[config.mk]
export PLATFORM = sky130hd
export DESIGN_NAME = sprite_motion_ctrl_flat
export DESIGN_NICKNAME = d
export VERILOG_FILES = /design/src/rtl/sprite_motion_ctrl_if.sv /design/src/rtl/sprite_motion_ctrl.sv /design/src/flat_wrapper.sv
export SDC_FILE = /design/constraint.sdc
export NUM_CORES = 1
export LEC_CHECK = 0
export CORE_MARGIN = 10
export CORE_UTILIZATION = 30
export DETAILED_ROUTE_END_ITERATION = 10
export PLACE_DENSITY_LB_ADDON = 0.3
export SYNTH_ARGS = -nofsm -noshare
export SYNTH_HDL_FRONTEND = slang
export SYNTH_SLANG_ARGS = --single-unit
[constraint.sdc]
create_clock -name pixel_clk_in -period 3.75 [get_ports pixel_clk_in]
set_input_delay 0.375 -clock pixel_clk_in [delete_from_list [all_inputs] [get_ports pixel_clk_in]]
set_output_delay 0.375 -clock pixel_clk_in [all_outputs]
set_load 0.01 [all_outputs]
[src/rtl/sprite_motion_ctrl_if.sv]
// Sprite motion controller bus: pixel counters,
// buttons and mode in; committed position and status out.
interface sprite_motion_ctrl_if;
  logic [10:0] hcount_in;
  logic [9:0]  vcount_in;
  logic        btn_up_in;
  logic        btn_down_in;
  logic        btn_left_in;
  logic        btn_right_in;
  logic        mode_in;
  logic [3:0]  speed_in;
  logic [10:0] x_out;
  logic [9:0]  y_out;
  logic        frame_tick_out;
  logic        busy_out;

  modport master (
    output hcount_in, vcount_in,
    output btn_up_in, btn_down_in,
    output btn_left_in, btn_right_in,
    output mode_in, speed_in,
    input  x_out, y_out,
    input  frame_tick_out, busy_out
  );

  modport slave (
    input  hcount_in, vcount_in,
    input  btn_up_in, btn_down_in,
    input  btn_left_in, btn_right_in,
    input  mode_in, speed_in,
    output x_out, y_out,
    output frame_tick_out, busy_out
  );
endinterface

[src/rtl/sprite_motion_ctrl.sv]
// Per-frame sprite position scheduler: computes a new
// (x,y) once per frame and commits it during vblank.
module sprite_motion_ctrl #(
  parameter int H_ACTIVE = 1024,
  parameter int V_ACTIVE = 768,
  parameter int SPRITE_W = 256,
  parameter int SPRITE_H = 256,
  parameter int X_INIT   = 0,
  parameter int Y_INIT   = 0
) (
  input logic pixel_clk_in,
  input logic rst_n_in,
  sprite_motion_ctrl_if.slave bus
);
  localparam int X_MAX = H_ACTIVE - SPRITE_W;
  localparam int Y_MAX = V_ACTIVE - SPRITE_H;
  localparam logic [10:0] X_RST = 11'(X_INIT);
  localparam logic [9:0]  Y_RST = 10'(Y_INIT);
  localparam logic [9:0]  V_DET = 10'(V_ACTIVE);

  typedef enum logic [2:0] {
    IDLE, LATCH, CALC_X, CALC_Y, COMMIT
  } state_t;

  typedef struct packed {
    logic        neg;
    logic [10:0] pos;
  } mv_t;

  // neg = 1 means the bounce direction is -1
  function automatic mv_t move(
    input logic [10:0] pos,
    input int          lim,
    input logic        fwd,
    input logic        rev,
    input logic        bnc,
    input logic        neg,
    input logic [3:0]  spd
  );
    logic signed [11:0] s;
    logic signed [11:0] d;
    logic signed [11:0] l;
    mv_t r;
    l = 12'(lim);
    d = {8'd0, spd};
    if (bnc) begin
      if (neg) d = -d;
    end else if (fwd == rev) begin
      d = '0;
    end else if (rev) begin
      d = -d;
    end
    s = $signed({1'b0, pos}) + d;
    r.neg = neg;
    if (bnc && spd != 4'd0) begin
      if (s >= l) begin
        s = l;
        r.neg = 1'b1;
      end else if (s <= 0) begin
        s = '0;
        r.neg = 1'b0;
      end
    end else if (s > l) begin
      s = l;
    end else if (s < 0) begin
      s = '0;
    end
    r.pos = s[10:0];
    return r;
  endfunction

  state_t      state;
  logic [1:0]  up_s, dn_s, lf_s, rt_s;
  logic        up_r, dn_r, lf_r, rt_r;
  logic        mode_r;
  logic [3:0]  speed_r;
  logic [10:0] x_r, x_nx;
  logic [9:0]  y_r;
  logic        dx, dy, dx_nx;
  logic        tick, busy;
  mv_t         mv_x, mv_y;
  logic        unused_ok;

  always_comb begin
    mv_x = move(x_r, X_MAX, rt_r, lf_r,
                mode_r, dx, speed_r);
    mv_y = move({1'b0, y_r}, Y_MAX, dn_r, up_r,
                mode_r, dy, speed_r);
  end

  assign unused_ok = mv_y.pos[10];

  always_ff @(posedge pixel_clk_in) begin
    if (!rst_n_in) begin
      state   <= IDLE;
      up_s    <= '0;
      dn_s    <= '0;
      lf_s    <= '0;
      rt_s    <= '0;
      up_r    <= 1'b0;
      dn_r    <= 1'b0;
      lf_r    <= 1'b0;
      rt_r    <= 1'b0;
      mode_r  <= 1'b0;
      speed_r <= '0;
      x_r     <= X_RST;
      y_r     <= Y_RST;
      x_nx    <= X_RST;
      dx      <= 1'b0;
      dy      <= 1'b0;
      dx_nx   <= 1'b0;
      tick    <= 1'b0;
      busy    <= 1'b0;
    end else begin
      up_s <= {up_s[0], bus.btn_up_in};
      dn_s <= {dn_s[0], bus.btn_down_in};
      lf_s <= {lf_s[0], bus.btn_left_in};
      rt_s <= {rt_s[0], bus.btn_right_in};
      tick <= 1'b0;
      unique case (state)
        IDLE: begin
          if (bus.hcount_in == 11'd0 &&
              bus.vcount_in == V_DET) begin
            state <= LATCH;
            tick  <= 1'b1;
            busy  <= 1'b1;
          end
        end
        LATCH: begin
          mode_r  <= bus.mode_in;
          speed_r <= bus.speed_in;
          up_r    <= up_s[1];
          dn_r    <= dn_s[1];
          lf_r    <= lf_s[1];
          rt_r    <= rt_s[1];
          state   <= CALC_X;
        end
        CALC_X: begin
          x_nx  <= mv_x.pos;
          dx_nx <= mv_x.neg;
          state <= CALC_Y;
        end
        CALC_Y: begin
          x_r   <= x_nx;
          dx    <= dx_nx;
          y_r   <= mv_y.pos[9:0];
          dy    <= mv_y.neg;
          busy  <= 1'b0;
          state <= COMMIT;
        end
        COMMIT: state <= IDLE;
        default: state <= IDLE;
      endcase
    end
  end

  assign bus.x_out          = x_r;
  assign bus.y_out          = y_r;
  assign bus.frame_tick_out = tick;
  assign bus.busy_out       = busy;
endmodule

[src/flat_wrapper.sv]
// flat-port wrapper written by rule: the top's interface ports become plain ports
module sprite_motion_ctrl_flat 
#(
  parameter int H_ACTIVE = 1024,
  parameter int V_ACTIVE = 768,
  parameter int SPRITE_W = 256,
  parameter int SPRITE_H = 256,
  parameter int X_INIT   = 0,
  parameter int Y_INIT   = 0
)
  (pixel_clk_in, rst_n_in, bus_hcount_in, bus_vcount_in, bus_btn_up_in, bus_btn_down_in, bus_btn_left_in, bus_btn_right_in, bus_mode_in, bus_speed_in, bus_x_out, bus_y_out, bus_frame_tick_out, bus_busy_out);
  sprite_motion_ctrl_if bus_i ();
  input logic pixel_clk_in;
  input logic rst_n_in;
  input wire logic [$bits(bus_i.hcount_in)-1:0] bus_hcount_in;
  input wire logic [$bits(bus_i.vcount_in)-1:0] bus_vcount_in;
  input wire logic [$bits(bus_i.btn_up_in)-1:0] bus_btn_up_in;
  input wire logic [$bits(bus_i.btn_down_in)-1:0] bus_btn_down_in;
  input wire logic [$bits(bus_i.btn_left_in)-1:0] bus_btn_left_in;
  input wire logic [$bits(bus_i.btn_right_in)-1:0] bus_btn_right_in;
  input wire logic [$bits(bus_i.mode_in)-1:0] bus_mode_in;
  input wire logic [$bits(bus_i.speed_in)-1:0] bus_speed_in;
  output wire logic [$bits(bus_i.x_out)-1:0] bus_x_out;
  output wire logic [$bits(bus_i.y_out)-1:0] bus_y_out;
  output wire logic [$bits(bus_i.frame_tick_out)-1:0] bus_frame_tick_out;
  output wire logic [$bits(bus_i.busy_out)-1:0] bus_busy_out;
  assign bus_i.hcount_in = bus_hcount_in;
  assign bus_i.vcount_in = bus_vcount_in;
  assign bus_i.btn_up_in = bus_btn_up_in;
  assign bus_i.btn_down_in = bus_btn_down_in;
  assign bus_i.btn_left_in = bus_btn_left_in;
  assign bus_i.btn_right_in = bus_btn_right_in;
  assign bus_i.mode_in = bus_mode_in;
  assign bus_i.speed_in = bus_speed_in;
  assign bus_x_out = bus_i.x_out;
  assign bus_y_out = bus_i.y_out;
  assign bus_frame_tick_out = bus_i.frame_tick_out;
  assign bus_busy_out = bus_i.busy_out;
  sprite_motion_ctrl #(.H_ACTIVE(H_ACTIVE), .V_ACTIVE(V_ACTIVE), .SPRITE_W(SPRITE_W), .SPRITE_H(SPRITE_H), .X_INIT(X_INIT), .Y_INIT(Y_INIT)) u_core (.pixel_clk_in(pixel_clk_in), .rst_n_in(rst_n_in), .bus(bus_i));
endmodule
==> impl_metrics.py, run 1 <==
metrics = {
    "floorplan": {
        "core-area_um2": 12000,
        "placement_rows": 40,
        "die-area_um2": 17100,
        "die_y_um": 131,
        "num_io_pins": 55,
        "start_util": 0.307,
        "fp.dieW_um": 131,
    },
    "synthesis": {
        "synthArstFlopShare": 0,
        "yosys-top-cells-area": "dfxtp_1, ha_1, nand2_1, mux2i_1, a21boi_0",
        "yosysTopAreaCell": "dfxtp_1",
        "yosysSeqAreaShare": 0.310,
        "synth_edf_count": 0,
        "synth_most_common_cell": "nand2_1",
        "synth_top_area_frac": 0.310,
        "synth_nets": 502,
        "ys_types": 68,
        "synth_cells": 445,
        "ys_warn_count": 0,
        "syn_area_per_cell_um2": 8.27,
        "yosys-top-cells-count": "nand2_1, dfxtp_1, nor2_1",
        "ys_ff_latch": 57,
        "synth_ff_type": "dfxtp_1",
        "syn-cell-area_um2": 3680,
    },
    "worst_setup_path": {
        "reg2reg_slack_ps": 80,
        "path_cells": "or3b_1 > and2_1 > o21ai_1 > inv_1 > fa_1 > and2b_1 > o2111ai_2 > a31o_2 > a2111oi_2 > o211ai_1 > buf_4 > mux2i_4 > o41ai_1",
        "critPathKind": "reg -> reg",
        "critical-path-max-stage-delay_ps": 430,
        "cp_max_fo": 5,
        "path_delay_family": "compound AO/OA/AOI/OAI gates",
        "path_buf_inv": 2,
        "crit_slowest_cell": "fa_1",
        "arrival_ps": 3900,
        "crit_path_end_kind": "flop",
        "worstPathRequired_ps": 3980,
        "cp-start-kind": "flop",
    },
    "sta": {
        "finalCritPeriodShare": 0.978,
        "whs_ps": 431,
        "final.setup_skew_ps": 9.90,
        "max-slew-margin-rel": 0.330,
        "finalSetupViolCount": 0,
        "final_max_slew_viol_count": 0,
        "tightest_slew_ps": 1000,
        "fmax_ghz": 0.273,
        "setup_tns_ps": 0,
        "fin_crit_ps": 3670,
        "setup_ws_ps": 83.2,
        "hold_viol": 0,
    },
    "layout": {
        "drive_gt1_frac": 0.126,
        "diodes": 0,
        "fillers": 1221,
        "ff_latch_area_um2": 1140,
        "area_growth_pct": 31.3,
        "nNetsFinal": 568,
        "post-route-util": 0.402,
        "multi_input_area_um2": 2490,
    },
    "grt": {
        "grt_pass1_wl_mm": 16.4,
        "grt.overflow.total": 0,
        "grt_max_degree": 25,
        "antenna_found_initial": 0,
        "grt_pass1_vias": 3404,
        "grt_usage": 0.120,
    },
    "clocking": {
        "cts-buffers-inserted": 9,
        "ctsHtreeMaxLevel": 3,
        "cts_tree": "built",
        "clkSlewWorstSetupHoldPaths_ps": 60,
        "clock_latency_ps": 330,
        "cts_sinks": 57,
        "cts-root-buf": "clkbuf_16",
        "clock_path_buffers": 2,
    },
    "route": {
        "drt_iter0_markers": 189,
        "via_per_inst": 5.30,
        "totalWireLength_mm": 10.2,
        "drc_errors": 0,
        "vias": 3513,
        "firstDrtPassIters": 6,
        "antenna_left": 0,
        "wl_per_cell_um": 15.4,
    },
    "min_path": {
        "hold_class": "reg -> reg",
    },
    "placed_design": {
        "place.port_buffers": 54,
        "gp_congestion": 0.920,
        "dpl.hpwl_mm": 7.64,
        "dp_slack_ps": -136,
    },
    "power_and_ir_drop": {
        "power_density_nw_per_um2": 297,
        "power_mw": 1.44,
        "peakVddDrop_mv": 0.183,
        "power_leakage_nw": 1.82,
    },
    "run": {
        "drv_cap": 0,
    },
    "run_status": {
        "run_status": "finished clean",
    },
}
cells by family (layout without fill, tap and decap cells):
family	after synthesis	count (layout)	share of synthesized area
AO/OA/AOI/OAI	107	107	0.213
XOR/XNOR	11	11	0.0262
adder cells (fa/ha/maj)	25	25	0.0890
buffers and inverters	35	105	0.0384
flip-flops	57	57	0.310
multiplexers	14	15	0.0391
AND/OR/NAND/NOR	196	196	0.284
final cells by class:
class                   instances  share of cell area
multi-input cells             354               0.515
flip-flops and latches         57               0.236
repair buffers                 71               0.138
clock buffers                  10              0.0494
well taps                     147              0.0381
inverters                      18              0.0140
clock inverters                 6             0.00880
metal layers:
metal | vias up | global-route usage | wire, µm
met5 | - | 0 | 0
met4 | 0 | 0.0432 | 168
met3 | 15 | 0.0302 | 579
met2 | 85 | 0.193 | 4670
met1 | 1665 | 0.151 | 4820
li1 | 1748 | - | -
power by group:
group	total, mW	switching [mW]	leakage, nW	internal, mW
clock	0.777	0.311	0.135	0.465
sequential	0.611	0.000857	0.461	0.610
combinational	0.0496	0.0146	1.22	0.0349
total	1.44	0.327	1.82	1.11
what timing repair did:
| item | in CTS | in global routing |
|---|---|---|
| setup endpoints to repair | 9 | 19 |
| pin swaps | 1 | 4 |
| cloned | 0 | 1 |
| gates resized for setup | 3 | 12 |
| buffers inserted | 1 | 4 |
| hold buffers | 0 | 0 |
state kept, by name (all words and copies together) (netlist names), 2 cells and up:
name / flops
u_core.bus.x_out: 11
u_core.x_nx: 11
u_core.bus.y_out: 10
u_core.speed_r: 4
u_core.state: 3
u_core.dn_s: 2
u_core.lf_s: 2
u_core.rt_s: 2
u_core.up_s: 2
metrics by stage:
stage	instance area, µm²	cells
after floorplan	3680	445
after global placement	4430	641
after detailed placement	4430	641
after CTS	4730	658
after global routing	4830	663
final	4830	663
final timing paths:
kind,startpoint,to,depth (start not counted)
worst max-delay path,u_core.up_r,u_core.bus.y_out[1],13
worst min-delay path,u_core.lf_s[0],u_core.lf_s[1],1
worst max register to register,u_core.up_r,u_core.bus.y_out[1],13
worst min register to register,u_core.lf_s[0],u_core.lf_s[1],1
cell usage in the layout, fill, tap and decap left out, drive strengths merged, types with 5 or more instances in the layout:
master | Yosys | layout
a211oi | 5 | 5
a21boi | 14 | 14
a21o | 6 | 6
a21oi | 21 | 21
and2 | 15 | 15
and3 | 9 | 9
buf | 4 | 17
clkbuf | 13 | 10
clkdlybuf4s50 | 0 | 54
dfxtp | 57 | 57
ha | 23 | 23
inv | 17 | 18
mux2i | 14 | 15
nand2 | 62 | 62
nand2b | 11 | 11
nand3 | 13 | 13
nand4 | 6 | 6
nor2 | 25 | 25
nor2b | 16 | 16
nor3 | 8 | 8
nor4 | 8 | 8
nor4b | 5 | 5
o211ai | 5 | 5
o21ai | 20 | 20
o31ai | 6 | 6
o41ai | 8 | 8
xnor2 | 6 | 6
xor2 | 5 | 5
Note: power is estimated with default switching activity, not from simulation.
==> inputs of run 2 (changes only) <==
CORE_MARGIN = unset   (was 10)
GPL_TIMING_DRIVEN = 0   (was unset)
==> run 2 against run 1 <==
Worst setup slack got worse by 38 ps. Fmax decreased by 1.0%. Wire length fell by 0.23%. Sequential power is essentially flat. Combinational power grew 4.2%. Hold slack got worse by 0.95 ps. Final area is 2.3% higher. Largest power group unchanged.
==> impl_metrics.py, run 2 (same netlist as run 1, synthesis figures left out) <==
metrics = {
    "run_status": {
        "run_status": "finished clean",
    },
    "worst_setup_path": {
        "path_delay_family": "simple AND/OR/NAND/NOR gates",
        "critPathKind": "reg -> reg",
        "cp-start-kind": "flop",
        "path_buf_inv": 3,
        "cp_max_fo": 10,
        "arrival_ps": 3950,
        "cp_common_cell": "clkbuf_4",
        "crit_slowest_cell": "fa_2",
        "path_cells": "clkbuf_4 > clkbuf_4 > nor3_2 > nor2_1 > ha_1 > fa_2 > a211oi_4 > o21ba_2 > o221ai_1 > nor4b_2 > a311oi_1 > or3b_1 > buf_6 > o31ai_4",
        "worstPathRequired_ps": 4000,
        "crit_path_end_kind": "flop",
        "critical-path-max-stage-delay_ps": 410,
    },
    "grt": {
        "top_usage_layer": "met2",
        "grt_max_degree": 11,
        "grt.overflow.total": 0,
        "antenna_found_initial": 0,
        "grt_pass1_vias": 3335,
        "grt_usage": 0.160,
        "grt_pass1_wl_mm": 16.1,
        "use_met2": 0.277,
        "met1_usage": 0.197,
        "use_met3": 0.0327,
    },
    "floorplan": {
        "die_y_um": 113,
        "fp.dieW_um": 113,
        "num_io_pins": 55,
        "die-area_um2": 12700,
        "start_util": 0.307,
        "placement_rows": 40,
        "core-area_um2": 12000,
    },
    "sta": {
        "fmax_ghz": 0.270,
        "final_max_slew_viol_count": 0,
        "hold_viol": 0,
        "fin_crit_ps": 3700,
        "setup_ws_ps": 45.5,
        "tightest_slew_ps": 689,
        "finalSetupViolCount": 0,
        "max-slew-margin-rel": 0.539,
        "finalCritPeriodShare": 0.988,
        "final.setup_skew_ps": 8.27,
        "whs_ps": 430,
    },
    "run": {
        "drv_cap": 0,
    },
    "min_path": {
        "hold_class": "reg -> reg",
    },
    "placed_design": {
        "postPlaceCellArea_um2": 4410,
        "dpl.hpwl_mm": 7.29,
        "place.port_buffers": 54,
        "gp_congestion": 0.859,
        "dp_slack_ps": -409,
        "dp_cells": 646,
    },
    "route": {
        "totalWireLength_mm": 10.2,
        "wl_per_cell_um": 15.3,
        "firstDrtPassIters": 4,
        "via_per_inst": 5.29,
        "vias": 3538,
        "drc_errors": 0,
        "drt_iter0_markers": 180,
        "antenna_left": 0,
    },
    "clocking": {
        "clock_path_buffers": 2,
        "ctsHtreeMaxLevel": 3,
        "cts-buffers-inserted": 9,
        "clock_latency_ps": 330,
        "cts-root-buf": "clkbuf_16",
        "clkSlewWorstSetupHoldPaths_ps": 60,
        "cts_sinks": 57,
        "cts_tree": "built",
    },
    "power_and_ir_drop": {
        "sequentialPowerShare": 0.404,
        "power_density_nw_per_um2": 306,
        "p_sw_frac": 0.211,
        "pwr-share-clk": 0.561,
        "power_leakage_nw": 1.83,
        "p_int_mw": 1.19,
        "p_comb_frac": 0.034,
        "peakVddDrop_mv": 0.220,
        "p_switching_mw": 0.319,
    },
    "layout": {
        "final_common_cell": "nand2_1",
        "multi_input_area_um2": 2560,
        "diodes": 0,
        "final-instance-count-excl-fill": 669,
        "fin_area_um2": 4940,
        "ff_latch_area_um2": 1140,
        "fillers": 1196,
        "post-route-util": 0.411,
        "nNetsFinal": 575,
        "area_growth_pct": 34.2,
        "layout_common_cells": "nand2_1, clkdlybuf4s50_1, dfxtp_1",
        "drive_gt1_frac": 0.134,
    },
}
[run 2: stage by stage]
stage               setup TNS [ps]  power, mW
floorplan                        0      0.637
global placement             -4600      0.675
detailed placement           -4710      0.676
CTS                              0       1.53
global route                  -315       1.56
finish                           0       1.51
[run 2: power by group through the flow]
stage	clock network, mW	registers [mW]	logic (mW)
2_1_floorplan	0	0.623	0.0138
3_3_place_gp	0	0.624	0.0513
3_5_place_dp	0	0.624	0.0523
4_1_cts	0.866	0.611	0.0524
5_1_grt	0.894	0.611	0.0563
6_report	0.848	0.611	0.0517
[run 2: area by class of cell]
| type | instances | share of cell area |
|---|---|---|
| multi-input combinational | 354 | 0.518 |
| sequential | 57 | 0.232 |
| timing repair buffer | 62 | 0.122 |
| clock buffer | 11 | 0.0511 |
| tap | 147 | 0.0372 |
| buffer | 16 | 0.0157 |
| inverter | 18 | 0.0139 |
| clock inverter | 4 | 0.0106 |
[run 2: routing by layer]
| metal | share of wire | routed length [µm] |
|---|---|---|
| met1 | 0.46 | 4720 |
| met2 | 0.49 | 4980 |
| met3 | 0.031 | 319 |
| met4 | 0.018 | 182 |
| met5 | 0 | 0 |
[run 2: final timing paths]
| kind | cells after the start | endpoint | start | slack [ps] |
|---|---|---|---|---|
| max | 14 | u_core.x_nx[4] | u_core.mode_r | 50 |
| min | 1 | u_core.dn_s[1] | u_core.dn_s[0] | 430 |
| max reg2reg | 14 | u_core.x_nx[4] | u_core.mode_r | 50 |
| min reg2reg | 1 | u_core.dn_s[1] | u_core.dn_s[0] | 430 |
[run 2: worst register-to-register path, delay by kind of cell (launching register included)]
kind | cells | cell delay [ps]
AOI/OAI and AO/OA | 5 | 1010
adders and majority gates | 2 | 640
DFF | 1 | 330
and+or+nand+nor | 4 | 1090
buffers and inverters | 3 | 550
[run 2: timing repair]
item | in CTS | in global routing
setup endpoints to repair | 18 | 19
endpoints found under the hold margin | 0 | 0
gates resized for setup | 8 | 30
hold buffers | 0 | 0
pin swaps | 1 | 7
buffers inserted | 1 | 7
cloned | 0 | 1
